[src/rtl/dmux8way16_reg_if.sv]
// Producer and per-lane consumer bus for dmux8way16_reg.
// The bcast signal exists only when DMUX_BROADCAST_EN is defined.
interface dmux8way16_reg_if #(
    parameter int WIDTH = 16,
    parameter int CNT_W = 16
);
    logic [WIDTH-1:0] in;
    logic [2:0]       sel;
    logic             in_valid;
    logic             in_ready;
`ifdef DMUX_BROADCAST_EN
    logic             bcast;
`endif
    logic [WIDTH-1:0] o0, o1, o2, o3, o4, o5, o6, o7;
    logic [7:0]       out_valid;
    logic [7:0]       out_ready;
    logic [CNT_W-1:0] count;

    modport master (
`ifdef DMUX_BROADCAST_EN
        output bcast,
`endif
        output in, sel, in_valid, out_ready,
        input  in_ready, o0, o1, o2, o3, o4, o5, o6, o7, out_valid, count
    );

    modport slave (
`ifdef DMUX_BROADCAST_EN
        input  bcast,
`endif
        input  in, sel, in_valid, out_ready,
        output in_ready, o0, o1, o2, o3, o4, o5, o6, o7, out_valid, count
    );
endinterface

[src/rtl/dmux8way16_reg.sv]
// Registered 1-to-8 word demux: one holding register per lane, each with its own valid/ready.
// Optional broadcast to all lanes is enabled by defining DMUX_BROADCAST_EN.
module dmux8way16_reg_lane #(
    parameter int WIDTH = 16
) (
    input  logic             clk,
    input  logic             reset,
    input  logic             load,
    input  logic             ready,
    input  logic [WIDTH-1:0] d,
    output logic [WIDTH-1:0] q,
    output logic             valid
);
    typedef enum logic {EMPTY = 1'b0, FULL = 1'b1} state_t;

    state_t state, state_nxt;

    always_ff @(posedge clk) begin
        if (reset) state <= EMPTY;
        else       state <= state_nxt;
    end

    // A load always wins over a drain: that is the pass-through refill case.
    always_comb begin
        state_nxt = state;
        case (state)
            EMPTY:   if (load) state_nxt = FULL;
            FULL:    if (ready && !load) state_nxt = EMPTY;
            default: state_nxt = EMPTY;
        endcase
    end

    always_comb begin
        valid = (state == FULL);
    end

    // Data is not cleared on drain; consumers qualify it with valid.
    always_ff @(posedge clk) begin
        if (reset)     q <= '0;
        else if (load) q <= d;
    end
endmodule

module dmux8way16_reg #(
    parameter int WIDTH = 16,
    parameter int CNT_W = 16
) (
    input logic               clk,
    input logic               reset,
    dmux8way16_reg_if.slave   bus
);
    localparam int NUM_LANES = 8;

    logic [NUM_LANES-1:0][WIDTH-1:0] q;
    logic [NUM_LANES-1:0]            vld;
    logic [NUM_LANES-1:0]            free;
    logic [NUM_LANES-1:0]            load;
    logic                            rdy;
    logic                            accept;
    logic [CNT_W-1:0]                cnt;

    // A lane can take a word if it is empty or being drained this same cycle.
    assign free = ~vld | bus.out_ready;

`ifdef DMUX_BROADCAST_EN
    assign rdy = bus.bcast ? (&free) : free[bus.sel];
`else
    assign rdy = free[bus.sel];
`endif

    assign accept = bus.in_valid & rdy;

    generate
        for (genvar k = 0; k < NUM_LANES; k++) begin : g_lane
`ifdef DMUX_BROADCAST_EN
            assign load[k] = accept & (bus.bcast | (bus.sel == 3'(k)));
`else
            assign load[k] = accept & (bus.sel == 3'(k));
`endif
            dmux8way16_reg_lane #(.WIDTH(WIDTH)) u_lane (
                .clk   (clk),
                .reset (reset),
                .load  (load[k]),
                .ready (bus.out_ready[k]),
                .d     (bus.in),
                .q     (q[k]),
                .valid (vld[k])
            );
        end
    endgenerate

    // One increment per accepted word, broadcast included.
    always_ff @(posedge clk) begin
        if (reset)       cnt <= '0;
        else if (accept) cnt <= cnt + CNT_W'(1);
    end

    assign bus.in_ready  = rdy;
    assign bus.out_valid = vld;
    assign bus.count     = cnt;
    assign bus.o0 = q[0];
    assign bus.o1 = q[1];
    assign bus.o2 = q[2];
    assign bus.o3 = q[3];
    assign bus.o4 = q[4];
    assign bus.o5 = q[5];
    assign bus.o6 = q[6];
    assign bus.o7 = q[7];
endmodule

[src/flat_wrapper.sv]
// flat-port wrapper written by rule: the top's interface ports become plain ports
module dmux8way16_reg_flat 
#(
    parameter int WIDTH = 16,
    parameter int CNT_W = 16
)
  (clk, reset, bus_in, bus_sel, bus_in_valid, bus_out_ready, bus_in_ready, bus_o0, bus_o1, bus_o2, bus_o3, bus_o4, bus_o5, bus_o6, bus_o7, bus_out_valid, bus_count);
  dmux8way16_reg_if #(.WIDTH(WIDTH), .CNT_W(CNT_W)) bus_i ();
  input logic clk;
  input logic reset;
  input wire logic [$bits(bus_i.in)-1:0] bus_in;
  input wire logic [$bits(bus_i.sel)-1:0] bus_sel;
  input wire logic [$bits(bus_i.in_valid)-1:0] bus_in_valid;
  input wire logic [$bits(bus_i.out_ready)-1:0] bus_out_ready;
  output wire logic [$bits(bus_i.in_ready)-1:0] bus_in_ready;
  output wire logic [$bits(bus_i.o0)-1:0] bus_o0;
  output wire logic [$bits(bus_i.o1)-1:0] bus_o1;
  output wire logic [$bits(bus_i.o2)-1:0] bus_o2;
  output wire logic [$bits(bus_i.o3)-1:0] bus_o3;
  output wire logic [$bits(bus_i.o4)-1:0] bus_o4;
  output wire logic [$bits(bus_i.o5)-1:0] bus_o5;
  output wire logic [$bits(bus_i.o6)-1:0] bus_o6;
  output wire logic [$bits(bus_i.o7)-1:0] bus_o7;
  output wire logic [$bits(bus_i.out_valid)-1:0] bus_out_valid;
  output wire logic [$bits(bus_i.count)-1:0] bus_count;
  assign bus_i.in = bus_in;
  assign bus_i.sel = bus_sel;
  assign bus_i.in_valid = bus_in_valid;
  assign bus_i.out_ready = bus_out_ready;
  assign bus_in_ready = bus_i.in_ready;
  assign bus_o0 = bus_i.o0;
  assign bus_o1 = bus_i.o1;
  assign bus_o2 = bus_i.o2;
  assign bus_o3 = bus_i.o3;
  assign bus_o4 = bus_i.o4;
  assign bus_o5 = bus_i.o5;
  assign bus_o6 = bus_i.o6;
  assign bus_o7 = bus_i.o7;
  assign bus_out_valid = bus_i.out_valid;
  assign bus_count = bus_i.count;
  dmux8way16_reg #(.WIDTH(WIDTH), .CNT_W(CNT_W)) u_core (.clk(clk), .reset(reset), .bus(bus_i));
endmodule
[config.mk]
export PLATFORM = sky130hd
export DESIGN_NAME = dmux8way16_reg_flat
export DESIGN_NICKNAME = d
export VERILOG_FILES = /design/src/rtl/dmux8way16_reg_if.sv /design/src/rtl/dmux8way16_reg.sv /design/src/flat_wrapper.sv
export SDC_FILE = /design/constraint.sdc
export NUM_CORES = 1
export LEC_CHECK = 0
export CELL_PAD_IN_SITES_DETAIL_PLACEMENT = 0
export CELL_PAD_IN_SITES_GLOBAL_PLACEMENT = 1
export CORE_ASPECT_RATIO = 0.9
export CORE_UTILIZATION = 37
export CTS_CLUSTER_DIAMETER = 120
export CTS_CLUSTER_SIZE = 12
export DETAILED_ROUTE_END_ITERATION = 8
export GPL_TIMING_DRIVEN = 1
export HOLD_SLACK_MARGIN = 0.08
export PLACE_DENSITY = 0.9
export SLEW_MARGIN = 0
export SYNTH_ARGS = -nofsm -noshare
export SYNTH_HDL_FRONTEND = slang
export SYNTH_SLANG_ARGS = --single-unit
[constraint.sdc]
create_clock -name clk -period 4.75 [get_ports clk]
set_input_delay 0.475 -clock clk [delete_from_list [all_inputs] [get_ports clk]]
set_output_delay 0.475 -clock clk [all_outputs]
set_load 0.05 [all_outputs]
After elaboration in Yosys (flattened, before gate mapping)
Index checks and enable logic that the tools add are counted.
{"block": "word_totals", "wordCells": 88, "output_inout_bits": 153, "inputBits": 30, "register_bits": 152}
{"block": "op_classes", "mux": 26, "n_bitwise": 19, "n_eq_ne": 7, "reduce_logical": 17, "n_lt_le_gt_ge": 1, "n_addsub": 1}
{"operator": "2-to-1 mux 1 bit", "count": 17}
{"operator": "adder 16 x 1 -> 16 bit, second input constant", "count": 1}
{"operator": "one-hot mux 1 bit (2 select lines)", "count": 8}
{"operator": "equality test 3 bit, second input constant", "count": 4}
{"operator": "AND 1 bit", "count": 9}
{"operator": "logical AND 1 bit", "count": 8}
{"operator": "zero test 1 bit", "count": 8}
{"operator": "NOT 1 bit", "count": 8}
{"operator": "NOT 8 bit", "count": 1}
{"operator": "OR 8 bit", "count": 1}
{"operator": "equality test 3 x 2 -> 1 bit, second input constant", "count": 2}
{"operator": "less-than comparator 3 x 4 -> 1 bit, second input constant", "count": 1}
{"operator": "binary-select mux 1 bit (select 3 bit)", "count": 1}
{"operator": "equality test 3 x 1 -> 1 bit, second input constant", "count": 1}
{"operator": "zero test 3 bit", "count": 1}

Depth between registers and ports, before layout
Gate-level depths: netlist (run 1).
{"block": "depth", "ltp_word": 10, "mapped_depth": 9, "mapped_depth_nobuf": 6}

Hierarchy
From an unflattened synthesis (run 1), not the netlist that was laid out.
{"block": "unflattened", "hier_cells": 584, "hier_area_um2": 6114.6}
{"mod": "dmux8way16_reg_lane", "area_per_inst_um2": 616.8, "seq_area_each_um2": 340.3, "n_inst": 8, "cells_each": 56}
{"mod": "dmux8way16_reg", "area_per_inst_um2": 1179.9, "seq_area_each_um2": 320.3, "n_inst": 1, "cells_each": 136}

Worst setup path before layout (run 1)
Ideal clock, no wire load.
{"block": "synth_timing", "path_type": "input to output", "start": "input port bus_sel[1]", "end": "output port bus_in_ready", "arrival_ns": 1.661, "path_buffers": 3, "slack_ns": 2.614, "t_required_ns": 4.275, "cell_stages": 7, "path_cell_list": "buf_4 > nor2b_1 > buf_2 > a22oi_1 > a22oi_1 > buf_2 > inv_1"}
{"block": "synth_via", "elab_chain_cells": 2}
{"element": "from (decl)", "line": "flat_wrapper.sv:12", "text": "input wire logic [$bits(bus_i.sel)-1:0] bus_sel;"}
{"element": "binary-select mux 1 bit (select 3 bit)", "line": "dmux8way16_reg.sv:68", "text": "assign rdy = free[bus.sel];"}
{"element": "2-to-1 mux 1 bit (not written as such)", "line": "dmux8way16_reg.sv:68"}
{"element": "to (decl)", "line": "flat_wrapper.sv:15", "text": "output wire logic [$bits(bus_i.in_ready)-1:0] bus_in_ready;"}
Every way passes these cells. The select of a mux whose other input is x is not followed.

Worst setup path after layout (run 1)
{"block": "layout_timing", "start": "input port bus_sel[0]", "end": "output port bus_in_ready"}
Same word-level chain as after synthesis.

==> impl_results.md, run 1 <==
- Number of antenna violations at the first check in global routing: 0
- Final period util: 70.4%
- Clk slew on worst S/H paths: 60 ps
- F_max: 0.299 GHz
- Slew headroom: 43.8%
- Worst Hold Launch: u_core.g_lane[0].u_lane.q[12]
- Post-Layout Cell Count: 1006
- Crit path launch type: input port
- Dpl hpwl: 11600 um
- Post-Layout Inst Area: 0.00838 mm2
- Worst Path Arrival: 2870 ps
- CTS resizes: 0
- Number of synthesized flops with an enable pin: 0
- Final Hold Vio Count: 0
- Share of layout cells above drive strength 1: 6.22%
- Cell area after technology mapping: 0.00597 mm2
- Syn Inst Count: 651
- Run status: finished clean
- Crit-path cells: clkdlybuf4s50_1, nor2b_1, a22oi_1, a22oi_1, buf_4, inv_1, buf_4
- Drc violations: 0
- Num Clock Sinks: 152
- I/O pin cnt: 183
- Unrepaired setup endpoints after global routing: false
- Worst VDD drop: 0.250 mV
- Static Leak: 3.24 nW
- R2r endpoint: u_core.bus.count[13]
- Die area: 0.0166 mm2
- Skew final: 6.13 ps
- Syn Nets: 682
- Die Y: 122 um
- Critical Path RT: 4280 ps
- Dominant cell type by area after synthesis: dfxtp_1
- Reg2Reg Setup Slack: 2750 ps
- Slowest CP cell: clkdlybuf4s50_1
- Count of input and output buffers: 182
- Worst R2R Start: u_core.g_lane[1].u_lane.valid
- Avg WL per Cell: 16.9 um
- Gr usage total: 20.7%
- Final WS setup: 1400 ps
- Final #Nets: 823
- RePlAce Congestion: 0.745
- Row cnt: 43
- Final wirelength: 17000 um
- Critical path class: input port to output port
- Final setup viols: 0
- Sequential share of the synthesized area: 51.0%
- Worst Path Buf+Inv: 4
- Fin. max-slew vios: 0
- Hold Buf Count CTS: 0
- Top FF cell, synth: dfxtp_1
- Chip Width: 136 um
- Synth top area share: 51.0%
- Setup Buffers After CTS: 0
- Top cells by area, synth: dfxtp_1, mux2i_1, nor2_1, a21oi_1, nand2_1
- Starting Density: 38.3%
- Num CTS Buffers: 17
- N_diodes: 0
- Hold Path End: u_core.g_lane[0].u_lane.q[12]
- Vias per std cell: 4.94
- Pre-antenna DRT Iters: 4
- Worst-margin pin slew: 840 ps
- Largest delay share family, worst path: buffers and inverters
- Hold Path Cell Cnt: 2
- Remaining Overflow, GRT: 0
- Post-route setup TNS: 0 ps
- Critical path fanouts, max: 14
- H-tree depth: 4
- DR vias: 4971
- Syn_area_per_cell: 9.17 um2
- Setup WS pre-CTS: 1400 ps
- Synthesis-to-layout area growth: 40.4%
- Origin of the worst setup path: bus_sel[0]
- # Max-Cap Violations: 0
- Core ar.: 0.0156 mm2
- Pwr Density: 364 mW/mm2
- Synthesized flop and latch total: 152
- Starting DRT DRC Count: 231
- Placed inst area: 0.00776 mm2
- Ys Warns: 0
- Worst Setup End Kind: output port
- Placed cell count: 975
- First-pass GRT wire length: 25800 um
- Pin count of the biggest net entering global routing: 62
- Bufs on Longest Clock Path: 2
- Min Tclk post-route: 3350 ps
- R2R cell count: 6
- Clk root buf: clkbuf_16
- CP max stage delay: 840 ps
- Worst hold path class: flip-flop to flip-flop
- Async S/R FF share, synth: 0%
- Synth unique cells: 42
- Clock Latency Late Sink: 420 ps
- Post-route ant nets: 0
- CTS tree: done
- Vias in the first global route: 4600
[flip-flops by register name, summed over array words and instances (netlist names)]
signal	count
u_core.g_lane.u_lane.valid	8
u_core.g_lane.u_lane.q	128
u_core.bus.count	16
[worst max path at each step]
stage,to,cells after the start
4_1_cts,bus_in_ready,7
5_1_grt,bus_in_ready,7
6_report,bus_in_ready,7
3_5_place_dp,u_core.bus.count[13],7
3_3_place_gp,u_core.bus.count[3],7
2_1_floorplan,bus_in_ready,7
[through the flow]
step	total power, W	hold WS [ps]	util [%]
2_1_floorplan	0.00155	459	-
3_3_place_gp	0.00165	442	49.7
3_5_place_dp	0.00166	446	49.7
4_1_cts	0.00309	454	53.7
5_1_grt	0.00316	469	53.7
6_report	0.00305	453	53.7
[layer usage]
metal,track usage [%],wire [um],part of all wire [%],vias to the layer above
met2,30.0,7270,43,161
li1,-,-,-,2478
met5,0,0,0,-
met1,27.0,7950,47,2311
met4,7.71,282,1.7,0
met3,8.92,1460,8.6,21
[layout make-up]
| cell class | count | area [um2] |
|---|---|---|
| multi-input combinational | 422 | 2540 |
| sequential | 152 | 3040 |
| fill | 1437 | 7220 |
| timing repair buffer | 192 | 1890 |
| clock buffer | 20 | 447 |
| inverter | 7 | 26.3 |
| tap | 202 | 253 |
| clock inverter | 11 | 173 |
[cell families after synthesis]
group	after synthesis	share of synthesized area (%)
DFF	152	51.0
muxes	89	15.1
and+or+nand+nor	247	18.8
AOI/OAI and AO/OA	85	8.22
buffers and inverters	77	6.67
adders and majority gates	1	0.210
[power by group]
part           internal [W]  leakage (nW)  total, W  switching (W)
Clock              0.000892         0.300   0.00143       0.000533
Sequential          0.00130          1.23   0.00132      0.0000148
Combinational      0.000100          1.71  0.000311       0.000211
[worst reg2reg max path: cells and delay by family, from the launching register on]
family                 cells  cell delay (ps)
AOI/OAI and AO/OA          2              510
buffers and inverters      1              350
DFF                        1              310
muxes                      1              350
and+or+nand+nor            2              360
[synthesized netlist by cell type (2+ instances only)]
cell and instances:
dfxtp_1 152, nor2_1 94, mux2i_1 80, nand2_1 69, a21oi_1 64, nand3_1 43, clkbuf_1 39, buf_4 19
nor2b_1 11, buf_2 6, inv_1 6, mux2_1 6, buf_6 4, nand2b_1 4, o21ai_1 4, and3_1 3
and4_1 3, mux2_2 3, nand4_1 3, nand4b_1 3, o2111ai_1 3, o31ai_1 3, or4_1 3, a2111o_1 2
a22oi_1 2, and2_1 2, buf_1 2, nor2_2 2, nor4_2 2, o41ai_1 2
[placed cells by master, fill, tap and decap left out, types with 2 or more instances in the layout]
master and count:
o21ai_1 4, a22oi_1 2, nand2_1 69, a2111o_1 2, and3_1 3, nor2b_1 11
nor2_2 2, mux2_1 6, nand2b_1 4, clkinv_2 2, dfxtp_1 152, o41ai_1 2
clkbuf_16 17, nand4b_1 3, nand3_1 43, mux2i_1 80, and2_1 2, nor4_4 2
bufinv_16 4, mux2_2 3, or4_1 3, buf_4 12, clkdlybuf4s50_1 180, a21oi_1 64
nor2_1 94, clkbuf_1 2, o2111ai_1 3, clkinv_4 3, o31ai_1 3, and4_1 3
inv_1 6, nand4_1 3
Power figures use the tool's default switching activity.
==> inputs of run 2 (changes only) <==
--- a/config.mk
+++ b/config.mk
@@ -8,13 +8,13 @@
 export CELL_PAD_IN_SITES_DETAIL_PLACEMENT = 0
 export CELL_PAD_IN_SITES_GLOBAL_PLACEMENT = 1
 export CORE_ASPECT_RATIO = 0.9
-export CORE_UTILIZATION = 37
+export CORE_UTILIZATION = 34
 export CTS_CLUSTER_DIAMETER = 120
 export CTS_CLUSTER_SIZE = 12
 export DETAILED_ROUTE_END_ITERATION = 8
 export GPL_TIMING_DRIVEN = 1
 export HOLD_SLACK_MARGIN = 0.08
-export PLACE_DENSITY = 0.9
+export PLACE_DENSITY = 0.84
 export SLEW_MARGIN = 0
 export SYNTH_ARGS = -nofsm -noshare
 export SYNTH_HDL_FRONTEND = slang
==> constraint.sdc (replaced) <==
create_clock -name clk -period 3.3 [get_ports clk]
set_input_delay 0.33 -clock clk [delete_from_list [all_inputs] [get_ports clk]]
set_output_delay 0.33 -clock clk [all_outputs]
set_load 0.05 [all_outputs]
==> impl_results.md, run 2 (synthesized netlist as in run 1, its figures left out) <==
- Final setup viols: 0 (unchanged)
- Pre-antenna DRT Iters: 4 (unchanged)
- Number of antenna violations at the first check in global routing: 0 (unchanged)
- Number of flip-flops in the largest register: 128 (unchanged)
- Worst VDD drop: 0.339 mV (was 0.250 mV)
- Chip Width: 142 um (was 136 um)
- RePlAce Congestion: 0.765 (was 0.745)
- Hold Path Cell Cnt: 2 (unchanged)
- Static Leak: 3.23 nW (was 3.24 nW)
- Final Hold Vio Count: 0 (unchanged)
- Vias per std cell: 4.82 (was 4.94)
- Worst Setup End Kind: output port (unchanged)
- Setup Buffers After CTS: 0 (unchanged)
- CTS resizes: 0 (unchanged)
- Row cnt: 45 (was 43)
- H-tree depth: 4 (unchanged)
- Clk slew on worst S/H paths: 70 ps (was 60 ps)
- # Max-Cap Violations: 0 (unchanged)
- Largest delay share family, worst path: buffers and inverters (unchanged)
- Min Tclk post-route: 2850 ps
- Final wirelength: 17200 um (was 17000 um)
- Synthesis-to-layout area growth: 40.8% (was 40.4%)
- Combinational power share: 10.9% (was 10.2%)
- Die area: 0.0181 mm2 (was 0.0166 mm2)
- Core ar.: 0.0170 mm2 (was 0.0156 mm2)
- Sequential share of power: 45.3% (was 43.1%)
- Avg WL per Cell: 16.5 um (was 16.9 um)
- Filler Cell Count: 1633 (was 1437)
- R2R cell count: 5 (was 6)
- Num CTS Buffers: 17 (unchanged)
- Pint: 0.00302 W (was 0.00229 W)
- Bufs on Longest Clock Path: 2 (unchanged)
- Critical path class: input port to output port (unchanged)
- Num Clock Sinks: 152 (unchanged)
- Worst Path Buf+Inv: 4 (unchanged)
- Crit path launch type: input port (unchanged)
- Clk root buf: clkbuf_16 (unchanged)
- Sw Share: 27.8% (was 24.9%)
- Post-route ant nets: 0 (unchanged)
- Starting Density: 35.1% (was 38.3%)
- Clk pwr share: 43.8% (was 46.7%)
- Most frequent cells in the layout: clkdlybuf4s50_1, dfxtp_1, nor2_1, mux2i_1, nand2_1 (unchanged)
- Count of input and output buffers: 182 (unchanged)
- Hold Buf Count CTS: 0 (unchanged)
- Die Y: 128 um (was 122 um)
- Remaining Overflow, GRT: 0 (unchanged)
- Final #Nets: 826 (was 823)
- Critical Path RT: 2970 ps (was 4280 ps)
- I/O pin cnt: 183 (unchanged)
- CTS tree: done (unchanged)
- Pwr Density: 497 mW/mm2 (was 364 mW/mm2)
- Run status: finished clean (unchanged)
- Worst hold path class: flip-flop to flip-flop (unchanged)
- F_max: 0.351 GHz
- First-pass GRT wire length: 26200 um (was 25800 um)
- Final period util: 86.4%
- Starting DRT DRC Count: 282 (was 231)
- Fin. max-slew vios: 0 (unchanged)
- N_diodes: 0 (unchanged)
- Worst-margin pin slew: 978 ps (was 840 ps)
- CP Depth: 6 (was 7)
- Share of layout cells above drive strength 1: 6.93% (was 6.22%)
- Slew headroom: 34.8% (was 43.8%)
- Dpl hpwl: 11700 um (was 11600 um)
- Critical path fanouts, max: 11 (was 14)
- Largest register by flop count: u_core.g_lane.u_lane.q (unchanged)
- Crit-path cells: clkdlybuf4s50_1, inv_2, o311a_1, a22oi_1, inv_1, buf_4 (was clkdlybuf4s50_1, nor2b_1, a22oi_1, a22oi_1, buf_4, inv_1, buf_4)
- DR vias: 5029 (was 4971)
- Post-route setup TNS: 0 ps (unchanged)
- Final core occ: 49.4% (was 53.7%)
- Clock Latency Late Sink: 420 ps (about the same)
- Vias in the first global route: 4581 (was 4600)
- Total power: 0.00418 W (was 0.00305 W)
- Unrepaired setup endpoints after global routing: false (unchanged)
- Slowest CP cell: clkdlybuf4s50_1 (unchanged)
- Drc violations: 0 (unchanged)
- Switching power: 0.00116 W (was 0.000759 W)
- Pin count of the biggest net entering global routing: 91 (was 62)
- Most common cell after layout, fill and taps aside: clkdlybuf4s50_1 (unchanged)
- Skew final: 8.60 ps (was 6.13 ps)
- CP max stage delay: 780 ps (was 840 ps)
- Worst Path Arrival: 2520 ps (was 2870 ps)
- Gr usage total: 19.1% (was 20.7%)
run 2: cell types whose count changed in the layout (fill, tap and decap cells not counted), sizes merged:
cell and delta:
inv +4, buf +3, clkinvlp +1, clkbuf -2, clkinv +2, bufinv -4
run 2: layout make-up:
class	count	area (um2)	share of cell area (%)
clock buffer	18	439	5.23
clock inverter	14	115	1.37
inverter	7	26.3	0.313
multi-input combinational	422	2540	30.3
sequential	152	3040	36.2
tap	235	294	3.50
timing repair buffer	195	1940	23.1
run 2: final timing paths:
kind	from	endpoint	slack (ps)
hold / removal	u_core.g_lane[5].u_lane.q[1]	u_core.g_lane[5].u_lane.q[1]	450
setup / recovery	bus_sel[1]	bus_in_ready	450
setup reg to reg	u_core.g_lane[6].u_lane.valid	u_core.bus.count[13]	1280
hold reg to reg	u_core.g_lane[5].u_lane.q[1]	u_core.g_lane[5].u_lane.q[1]	450
run 2: through the flow:
stage               setup WS [ps]  hold WS, ps  instance area (um2)  std cells
floorplan                    1320          459                 5970        651
global placement              517          442                 7850       1011
detailed placement            419          447                 7850       1011
CTS                           458          457                 8400       1043
global route                  230          473                 8400       1043
finish                        449          453                 8400       1043
run 2: metal layers:
metal	wire length [um]	share of wire (%)	global-route usage, %
met1	8030	47	26.4
met2	7500	44	27.9
met3	1510	8.8	6.57
met4	177	1.0	5.88
met5	0	0	0
run 2: worst register-to-register path, cell delays in order, from the launching register on:
cell and delay, ps:
dfxtp_1 350, nor4bb_1 430, a311o_1 350, nor2_2 140
o2111ai_1 290, mux2_1 350
run 2: power groups by stage:
| stage | combinational, W | clock [W] | sequential, W |
|---|---|---|---|
| after detailed placement | 0.000457 | 0 | 0.00194 |
| after CTS | 0.000459 | 0.00187 | 0.00189 |
| after global placement | 0.000455 | 0 | 0.00193 |
| final | 0.000455 | 0.00183 | 0.00189 |
| after global routing | 0.000484 | 0.00194 | 0.00190 |
| after floorplan | 0.000177 | 0 | 0.00205 |
==> inputs of run 3 (changes only) <==
==> constraint.sdc (replaced) <==
create_clock -name clk -period 3.3 [get_ports clk]
set_input_delay 0.33 -clock clk [delete_from_list [all_inputs] [get_ports clk]]
set_output_delay 0.33 -clock clk [all_outputs]
set_load 0.1 [all_outputs]
==> impl_results.md, run 3 (synthesized netlist as in run 1, its figures left out) <==
- Min Tclk post-route: 2900 ps (was 2850 ps)
- Switching power: 0.00127 W (was 0.00116 W)
- Vias in the first global route: 4741 (was 4581)
- Final wirelength: 17100 um (was 17200 um)
- Worst VDD drop: 0.354 mV (was 0.339 mV)
- Final Hold Vio Count: 0 (unchanged)
- F_max: 0.345 GHz (was 0.351 GHz)
- RePlAce Congestion: 0.757 (was 0.765)
- Final WS setup: 404 ps (was 449 ps)
- Worst-margin pin slew: 1040 ps (was 978 ps)
- First-pass GRT wire length: 26800 um (was 26200 um)
- Static Leak: 3.25 nW (was 3.23 nW)
- Post-Layout Cell Count: 1043 (unchanged)
- CTS tree: done (unchanged)
- Row cnt: 45 (unchanged)
- Sw Share: 28.4% (was 27.8%)
- Origin of the worst setup path: bus_sel[1] (unchanged)
- Most frequent cells in the layout: clkdlybuf4s50_1, dfxtp_1, nor2_1, mux2i_1, nand2_1 (unchanged)
- Bufs on Longest Clock Path: 2 (unchanged)
- Run status: finished clean (unchanged)
- Post-route ant nets: 0 (unchanged)
- Clock Latency Late Sink: 420 ps (about the same)
- Reg2Reg Setup Slack: 1300 ps (was 1280 ps)
- Pre-antenna DRT Iters: 4 (unchanged)
- Fin. max-slew vios: 0 (unchanged)
- Remaining Overflow, GRT: 0 (unchanged)
- Num CTS Buffers: 17 (unchanged)
- Vias per std cell: 4.78 (was 4.82)
- Pin count of the biggest net entering global routing: 71 (was 91)
- Synthesis-to-layout area growth: 41.6% (was 40.8%)
- Num Clock Sinks: 152 (unchanged)
- Unrepaired setup endpoints after global routing: false (unchanged)
- Hold Buf Count CTS: 0 (unchanged)
- N_diodes: 0 (unchanged)
- Setup crit end: bus_in_ready (unchanged)
- Largest register by flop count: u_core.g_lane.u_lane.q (unchanged)
- Clk root buf: clkbuf_16 (unchanged)
- CTS resizes: 0 (unchanged)
- R2r endpoint: u_core.bus.count[13] (unchanged)
- Sequential share of power: 42.6% (was 45.3%)
- Worst Setup End Kind: output port (unchanged)
- Die area: 0.0181 mm2 (unchanged)
- I/O pin cnt: 183 (unchanged)
- Clk slew on worst S/H paths: 60 ps (was 70 ps)
- R2R cell count: 5 (unchanged)
- Core ar.: 0.0170 mm2 (unchanged)
- Setup Buffers After CTS: 0 (unchanged)
- Number of antenna violations at the first check in global routing: 0 (unchanged)
- Final setup viols: 0 (unchanged)
- Share of layout cells above drive strength 1: 6.93% (unchanged)
- Crit path launch type: input port (unchanged)
- Final period util: 87.8% (was 86.4%)
- Worst hold path class: flip-flop to flip-flop (unchanged)
- Combinational power share: 13.4% (was 10.9%)
- Starting Density: 35.1% (unchanged)
- Placed cell count: 1012 (was 1011)
- Dpl hpwl: 11700 um (about the same)
- Pwr Density: 527 mW/mm2 (was 497 mW/mm2)
- Slew headroom: 30.4% (was 34.8%)
- Avg WL per Cell: 16.4 um (was 16.5 um)
- Gr usage total: 19.6% (was 19.1%)
- DR vias: 4984 (was 5029)
- Post-route setup TNS: 0 ps (unchanged)
- Most common cell after layout, fill and taps aside: clkdlybuf4s50_1 (unchanged)
- Filler Cell Count: 1643 (was 1633)
- Number of flip-flops in the largest register: 128 (unchanged)
- Clk pwr share: 44.0% (was 43.8%)
- Die Y: 128 um (unchanged)
- Skew final: 10.1 ps (was 8.60 ps)
- # Max-Cap Violations: 0 (unchanged)
- H-tree depth: 4 (unchanged)
- Critical path fanouts, max: 11 (unchanged)
- Critical Path RT: 2970 ps (about the same)
- Worst Path Arrival: 2570 ps (was 2520 ps)
- Setup WS pre-CTS: 425 ps (was 419 ps)
- Pint: 0.00318 W (was 0.00302 W)
- Count of input and output buffers: 182 (unchanged)
- Worst R2R Start: u_core.g_lane[6].u_lane.valid (unchanged)
- Critical path class: input port to output port (unchanged)
- Drc violations: 0 (unchanged)
- Starting DRT DRC Count: 273 (was 282)
- Final #Nets: 827 (was 826)
- Chip Width: 142 um (unchanged)
-- run 3: cell count changes in the layout (fill, tap and decap cells not counted), sizes merged --
| cell | delta |
|---|---|
| bufinv | +2 |
| buf | +1 |
| clkinv | -4 |
| clkinvlp | +1 |
| clkbuf | +1 |
| inv | -1 |
-- run 3: worst max-delay path: stages --
cell and delay [ps]:
clkdlybuf4s50_1 770, inv_2 130, o311a_1 450, a22oi_1 500
inv_1 170, buf_12 210
-- run 3: area by class of cell --
cell class              count  area, um2  area share (%)
clock inverters            12        143            1.69
flip-flops and latches    152       3040            36.0
clock buffers              19        453            5.36
multi-input cells         422       2540            30.1
repair buffers            196       1950            23.0
inverters                   7       26.3           0.311
well taps                 235        294            3.48
-- run 3: worst min-delay path by stage --
stage	slack, ps	cells past startpoint	from	endpoint
3_5_place_dp	450	2	u_core.g_lane[5].u_lane.q[10]	u_core.g_lane[5].u_lane.q[10]
4_1_cts	450	2	reset	u_core.g_lane[7].u_lane.q[1]
5_1_grt	470	2	u_core.g_lane[0].u_lane.q[7]	u_core.g_lane[0].u_lane.q[7]
2_1_floorplan	460	2	u_core.g_lane[5].u_lane.valid	u_core.g_lane[5].u_lane.valid
6_report	450	2	u_core.g_lane[0].u_lane.q[7]	u_core.g_lane[0].u_lane.q[7]
3_3_place_gp	440	2	u_core.g_lane[1].u_lane.q[5]	u_core.g_lane[1].u_lane.q[5]
-- run 3: metal layers --
layer  global-route usage, %  vias up  share of wire (%)
li1                        -     2489                  -
met1                    26.0     2345                 46
met2                    29.2      144                 45
met3                    7.58        6                7.9
met4                    5.95        0               0.56
met5                       0        -                  0
-- run 3: through the flow --
stage                     power, W  instance area (um2)  utilization (%)  hold slack (ps)
after floorplan            0.00237                 5970                -              459
after global placement     0.00253                 7860             46.2              442
after detailed placement   0.00254                 7860             46.2              447
after CTS                  0.00451                 8450             49.7              453
after global routing       0.00462                 8450             49.7              470
final                      0.00445                 8450             49.7              453
-- run 3: power by group through the flow --
stage / Combinational (W) / Clock [W] / Sequential [W]
finish: 0.000598 / 0.00196 / 0.00189
floorplan: 0.000189 / 0 / 0.00218
detailed placement: 0.000600 / 0 / 0.00194
global placement: 0.000599 / 0 / 0.00193
CTS: 0.000602 / 0.00201 / 0.00189
global route: 0.000629 / 0.00209 / 0.00190
